[src/rtl/input_capture_unit_if.sv]
// CPU-side IN handshake: request in, stall/valid/data back out.
interface input_capture_unit_if #(
    parameter int DATA_W = 16
);
    logic              in_req;
    logic              stall;
    logic              in_valid;
    logic [DATA_W-1:0] in_data;

    modport master (output in_req, input stall, in_valid, in_data);
    modport slave  (input in_req, output stall, in_valid, in_data);
endinterface

[src/rtl/input_capture_unit.sv]
// Serves the CPU IN instruction: stalls until a debounced press, latches the
// switch word, strobes valid for one cycle; blinks an LED and counts presses.
module input_capture_unit #(
    parameter int DATA_W    = 16,
    parameter int BLINK_DIV = 25,
    parameter int CNT_W     = 8
) (
    input  logic                 clock,
    input  logic                 reset_n,
    input  logic                 i_pb_pulse,
    input  logic [DATA_W-1:0]    i_switches,
    input_capture_unit_if.slave  bus,
    output logic                 o_wait_led,
    output logic [CNT_W-1:0]     o_press_cnt
);
    localparam int BW = (BLINK_DIV > 2) ? $clog2(BLINK_DIV) : 1;
    localparam logic [BW-1:0] BLINK_MAX = BW'(BLINK_DIV - 1);

    typedef enum logic [1:0] {IDLE, WAIT, DONE} state_t;

    state_t            r_state;
    logic [DATA_W-1:0] r_in_data;
    logic              r_in_valid;
    logic              r_wait_led;
    logic [BW-1:0]     r_blink_cnt;
    logic [CNT_W-1:0]  r_press_cnt;
    logic              w_stall;

    // The CPU must freeze in the very cycle it raises in_req, hence the IDLE term.
    assign w_stall = (r_state == WAIT) || ((r_state == IDLE) && bus.in_req);

    always_ff @(posedge clock) begin
        if (!reset_n) begin
            r_state     <= IDLE;
            r_in_data   <= '0;
            r_in_valid  <= 1'b0;
            r_wait_led  <= 1'b0;
            r_blink_cnt <= '0;
            r_press_cnt <= '0;
        end else begin
            r_in_valid <= 1'b0;
            if (i_pb_pulse)
                r_press_cnt <= r_press_cnt + 1'b1;
            case (r_state)
                IDLE: begin
                    r_wait_led  <= 1'b0;
                    r_blink_cnt <= '0;
                    if (bus.in_req)
                        r_state <= WAIT;
                end
                WAIT: begin
                    if (!bus.in_req) begin
                        // Abort takes priority over a coincident press.
                        r_state     <= IDLE;
                        r_wait_led  <= 1'b0;
                        r_blink_cnt <= '0;
                    end else if (i_pb_pulse) begin
                        r_state     <= DONE;
                        r_in_data   <= i_switches;
                        r_in_valid  <= 1'b1;
                        r_wait_led  <= 1'b0;
                        r_blink_cnt <= '0;
                    end else if (r_blink_cnt == BLINK_MAX) begin
                        r_blink_cnt <= '0;
                        r_wait_led  <= ~r_wait_led;
                    end else begin
                        r_blink_cnt <= r_blink_cnt + 1'b1;
                    end
                end
                DONE: begin
                    r_state     <= IDLE;
                    r_wait_led  <= 1'b0;
                    r_blink_cnt <= '0;
                end
                default: begin
                    r_state     <= IDLE;
                    r_wait_led  <= 1'b0;
                    r_blink_cnt <= '0;
                end
            endcase
        end
    end

    assign bus.stall    = w_stall;
    assign bus.in_valid = r_in_valid;
    assign bus.in_data  = r_in_data;
    assign o_wait_led   = r_wait_led;
    assign o_press_cnt  = r_press_cnt;
endmodule

[src/flat_wrapper.sv]
// flat-port wrapper written by rule: the top's interface ports become plain ports
module input_capture_unit_flat 
#(
    parameter int DATA_W    = 16,
    parameter int BLINK_DIV = 25,
    parameter int CNT_W     = 8
)
  (clock, reset_n, i_pb_pulse, i_switches, o_wait_led, o_press_cnt, bus_in_req, bus_stall, bus_in_valid, bus_in_data);
  input_capture_unit_if #(.DATA_W(DATA_W)) bus_i ();
  input  logic clock;
  input  logic reset_n;
  input  logic i_pb_pulse;
  input  logic [DATA_W-1:0] i_switches;
  output logic o_wait_led;
  output logic [CNT_W-1:0] o_press_cnt;
  input wire logic [$bits(bus_i.in_req)-1:0] bus_in_req;
  output wire logic [$bits(bus_i.stall)-1:0] bus_stall;
  output wire logic [$bits(bus_i.in_valid)-1:0] bus_in_valid;
  output wire logic [$bits(bus_i.in_data)-1:0] bus_in_data;
  assign bus_i.in_req = bus_in_req;
  assign bus_stall = bus_i.stall;
  assign bus_in_valid = bus_i.in_valid;
  assign bus_in_data = bus_i.in_data;
  input_capture_unit #(.DATA_W(DATA_W), .BLINK_DIV(BLINK_DIV), .CNT_W(CNT_W)) u_core (.clock(clock), .reset_n(reset_n), .i_pb_pulse(i_pb_pulse), .i_switches(i_switches), .bus(bus_i), .o_wait_led(o_wait_led), .o_press_cnt(o_press_cnt));
endmodule
[config.mk]
export PLATFORM = sky130hd
export DESIGN_NAME = input_capture_unit_flat
export DESIGN_NICKNAME = d
export VERILOG_FILES = /design/src/rtl/input_capture_unit_if.sv /design/src/rtl/input_capture_unit.sv /design/src/flat_wrapper.sv
export SDC_FILE = /design/constraint.sdc
export NUM_CORES = 1
export LEC_CHECK = 0
export ABC_AREA = 1
export BUFFER_PORTS_ARGS = -buffer_cell sky130_fd_sc_hd__buf_2
export CAP_MARGIN = 20
export CORE_ASPECT_RATIO = 0.75
export CORE_MARGIN = 3
export CORE_UTILIZATION = 47
export CTS_CLUSTER_DIAMETER = 200
export DETAILED_ROUTE_END_ITERATION = 10
export PLACE_DENSITY = 0.8
export SYNTH_ARGS = -nofsm -noshare
export SYNTH_HDL_FRONTEND = slang
export SYNTH_SLANG_ARGS = --single-unit
[constraint.sdc]
create_clock -name clock -period 1.3 [get_ports clock]
set_input_delay 0.195 -clock clock [delete_from_list [all_inputs] [get_ports clock]]
set_output_delay 0.195 -clock clock [all_outputs]
set_load 0.01 [all_outputs]
== Yosys cells after proc, flatten, opt, wreduce, memory -nomap -nowiden ==
Index checks and enable logic that the tools add are counted.
Storage, ports and cells
  bits in registers: 33
  input bits: 20
  output and inout port bits: 27
  logic and storage cells: 29
Cells by class
  add/subtract/negate cells: 2
  equal/unequal tests: 4
  multiplexer cells: 5
  bitwise operators: 4
  reductions and logical operators: 8
Operators with widths (count)
  8-bit by 1-bit adder with 8-bit output, second input constant: 1
  2-bit 2-to-1 mux: 3
  3-bit AND reduction: 2
  5-bit by 1-bit adder with 5-bit output, second input constant: 1
  5-bit == test, second input constant: 1
  5-bit OR reduction: 1
  1-bit inverter: 4
  2-bit case mux with 2 select lines: 1
  4-bit OR reduction: 1
  3-bit inequality test, second input constant: 1
  2-bit by 1-bit == test with 1-bit output, second input constant: 1
  2-bit zero test: 1
  2-bit inequality test, second input constant: 1
  2-bit AND reduction: 1
  1-bit logical AND: 1
  1-bit logical OR: 1
  1-bit 2-to-1 mux: 1

== Logic depth before layout (Yosys ltp) ==
  depth in word-level cells: 3
  depth in mapped cells: 7
  mapped depth without buffers: 7

== Least setup slack after synthesis ==
No wires, ideal clock.
  kind: flip-flop to flip-flop
  start: reg u_core.r_press_cnt[0], in the netlist u_core.o_press_cnt[0]
  end: reg u_core.r_press_cnt[6], in the netlist u_core.o_press_cnt[6]
  arrival: 1.021 ns
  path slack: 0.164 ns
  stages on the path, launching flop included: 7
  buffers on the path: 0
  cells stage by stage: dfxtp_1 > ha_1 > nand3_1 > nor2_1 > nand3_1 > nand2_1 > nor2_1
On the way
  word-level cells in the longest chain between the ends: 1
RTL lines
  start: declaration: line input_capture_unit.sv:26  | logic [CNT_W-1:0] r_press_cnt;
  start signal: assignment: line input_capture_unit.sv:43  | r_press_cnt <= r_press_cnt + 1'b1;
  8-bit by 1-bit adder with 8-bit output: line input_capture_unit.sv:43
No other way between the ends.
A chain may end at the register's enable or synchronous reset.

== Worst setup path after layout ==
  start: reg u_core.r_state[1]
  end: out bus_stall
On the way
  word-level cells in the longest chain between the ends: 3
  elaborated cells between the ends (all ways): 4
  classes of those cells: eq/ne (1); reduce/logical (3)
RTL lines
  start: declaration: line input_capture_unit.sv:21  | state_t r_state;
  start signal: assignment: line input_capture_unit.sv:34  | r_state <= IDLE;
  start signal: assignment: line input_capture_unit.sv:49  | r_state <= WAIT;
  start signal: assignment: line input_capture_unit.sv:54  | r_state <= IDLE;
  2-bit zero test: line input_capture_unit.sv:30  | assign w_stall = (r_state == WAIT) || ((r_state == IDLE) && bus.in_req);
  1-bit logical AND: line input_capture_unit.sv:30
  1-bit logical OR (*): line input_capture_unit.sv:30
  end: declaration: line flat_wrapper.sv:17  | output wire logic [$bits(bus_i.stall)-1:0] bus_stall;
Every way passes the cells marked *; elsewhere a longest branch is shown, timed or not.

==> key figures <==
Status
  – Status: completed

STA
  – Fin crit share: 0.9285
  – Worst-margin pin slew: 0.2651 ns
  – Post-layout minimum cycle time: 1.207 ns
  – Setup_tns: 0 ns
  – F_max: 828.5 MHz
  – Fin. Hold Viols: 0
  – Slew Viols, Final: 0
  – Setup repair after global routing missed its margin: false
  – Setup violators final: 0
  – Hold WS: 0.08338 ns
  – Relative slew slack: 0.8219
  – Worst Skew: 0.005619 ns

Clock tree
  – Setup repair bufs after CTS: 0
  – Worst-skew pair later-pin latency: 0.32 ns
  – Clock Pin Slew Worst Setup and Hold Paths: 0.09 ns
  – CTS root buffer: clkbuf_4
  – CTS tree: yes
  – CTS Buf Count: 5
  – CTS max path bufs: 2
  – H-tree Lvls: 2
  – Clock sink total: 33

Floorplan
  – # rows: 15
  – Die Y-Extent: 51.26 um
  – Chip Width: 66.35 um
  – Core area: 0.002440 sq mm
  – DIE AREA: 0.003401 sq mm
  – I/O pin cnt: 47
  – Initial Utilization: 0.5262

Cells and area
  – Most common cell after layout, fill and taps aside: buf_2
  – Final nets: 237
  – Post-layout instance area: 0.001610 sq mm
  – Reg area: 663.1 sq um
  – Area Overhead vs Synth: 25.44%
  – Most frequent cells in the layout: buf_2 (46), nor2_1 (42), dfxtp_1 (31)
  – Final antenna diode count: 0
  – Util after Layout: 0.6600
  – Share of cells above drive strength 1: 0.3349
  – Area of the multi-input gates: 548.0 sq um
  – Filler cell count: 231

Synthesis
  – Mapped cell area: 0.001284 sq mm
  – Synth Warn #: 0
  – #FFs+latches synth: 33
  – Synth Instances: 162
  – Avg Cell Area, Syn: 7.924 sq um
  – Seq/Total Area, Yosys: 0.5146
  – Mapped Nets: 185
  – Library cells used by synthesis: 19

Routing
  – WL met2: 1.379 mm
  – Per-cell routed wire length: 11.61 um
  – Met3 WL: 185 um
  – Post-DRT Antenna Nets: 0
  – Max Used Layer: met4
  – Drt drc: 0
  – Initial DRC Count: 60
  – DRT Pass-1 Iters: 4
  – Total routed wirelength: 2.890 mm
  – Vias per inst: 4.755
  – Via count: 1184
  – Wl on met1: 1.250 mm

Setup path
  – CP Cell Sequence: inv_2 -> nand2_2 -> nand2_2 -> buf_2
  – CP peak stage delay: 0.33 ns
  – Crit path buffers/inverters: 2
  – Critical Path AT: 1.01 ns
  – Crit Path Max Fanout: 4
  – Delay-heaviest family, CP: flip-flops
  – CP most frequent cell: nand2_2
  – Slowest CP cell: dfxtp_2
  – Startpoint Class: flip-flop
  – Critical path type: reg2out
  – Kind of end point of the critical path: primary output
  – Worst EP required: 1.11 ns

Job
  – Max cap viols: 0

Power and ir drop
  – Leakage power: 0.7964 nW
  – Total Power: 0.001719 W
  – Power per cell area: 1068 mW/mm^2
  – Peak supply drop: 513.6 uV

Global route
  – First-pass GRT wire length: 5.043 mm
  – Pin count of the biggest net entering global routing: 25
  – Total track usage: 0.1973
  – Vias in the first global route: 1182
  – Antenna violations before repair: 0
  – Gr ovfl total: 0

Placement
  – Hpwl dp: 2.248 mm
  – Placed instance area: 0.001549 sq mm
  – IO Port Bufs: 46
  – GPL Wtd Cong: 0.7942

Worst hold path
  – Min-Delay Path Class: in2reg
[cells by family after synthesis]
group                    Yosys count  synth area share
buffers and inverters             18           0.06628
AND/OR/NAND/NOR                   81            0.2758
XOR/XNOR                           3           0.02047
flip-flops                        33            0.5146
AO/OA/AOI/OAI                     24           0.09356
adder cells (fa/ha/maj)            3           0.02924
[final timing paths]
| kind | start | end | slack (ns) | cells past startpoint |
|---|---|---|---|---|
| min reg2reg | u_core.r_blink_cnt[0] | u_core.r_blink_cnt[0] | 0.48 | 1 |
| max | u_core.r_state[1] | bus_stall | 0.09 | 4 |
| min | i_switches[2] | u_core.bus.in_data[2] | 0.08 | 3 |
| max reg2reg | u_core.o_press_cnt[1] | u_core.o_press_cnt[6] | 0.14 | 6 |
[power by group]
| part | internal [W] | switching, W | leakage [nW] |
|---|---|---|---|
| sequential | 0.00104 | 0.0000178 | 0.268 |
| combinational | 0.0000642 | 0.0000853 | 0.501 |
| clock | 0.000215 | 0.000300 | 0.0265 |
| total | 0.00132 | 0.000403 | 0.796 |
[state kept, by name, summed over array words and instances, names as in the netlist]
name and count:
u_core.o_press_cnt 8, u_core.o_wait_led 1, u_core.bus.in_valid 1, u_core.r_blink_cnt 5, u_core.r_state 2, u_core.bus.in_data 16
[worst register-to-register path, stage by stage (launching register included)]
cell     delay (ns)
dfxtp_1        0.40
ha_1           0.20
nand3_1        0.13
nor2_2         0.15
nand3_1        0.09
nand2_1        0.06
nor2_1         0.04
[final cells by class]
cell class	instances	share of cell area
flip-flops and latches	33	0.4118
multi-input cells	111	0.3403
repair buffers	49	0.1570
inverters	14	0.03419
clock buffers	8	0.03030
well taps	34	0.02642
[metrics by stage]
stage	cells	setup WS (ns)
after floorplan	162	0.1641
after global placement	241	0.1947
after detailed placement	241	0.1110
after CTS	249	0.01066
after global routing	249	0.01952
final	249	0.09301
[repair_timing]
| item | in CTS | in global routing |
|---|---|---|
| resized for setup | 0 | 7 |
| hold buffers | 0 | 0 |
| endpoints found under the hold margin | 0 | 0 |
| setup endpoints to repair | 0 | 4 |
[cells in the mapped netlist, drive strengths merged]
cell type  count  share of area
xor2           2          0.014
dfxtp         33           0.51
nand3          6          0.023
nor2          53           0.18
nand2         18          0.055
clkbuf         2         0.0059
o21ai         19          0.074
a21oi          5          0.019
ha             3          0.029
nand4          2         0.0097
buf            2          0.018
inv           14          0.043
nor3           2         0.0078
xnor2          1         0.0068
[routing by layer]
metal / global-route usage / vias to the layer above
met5: 0 / -
met4: 0.1081 / 0
met3: 0.05714 / 10
met2: 0.3245 / 39
met1: 0.2297 / 522
li1: - / 613
Power figures use the tool's default switching activity.
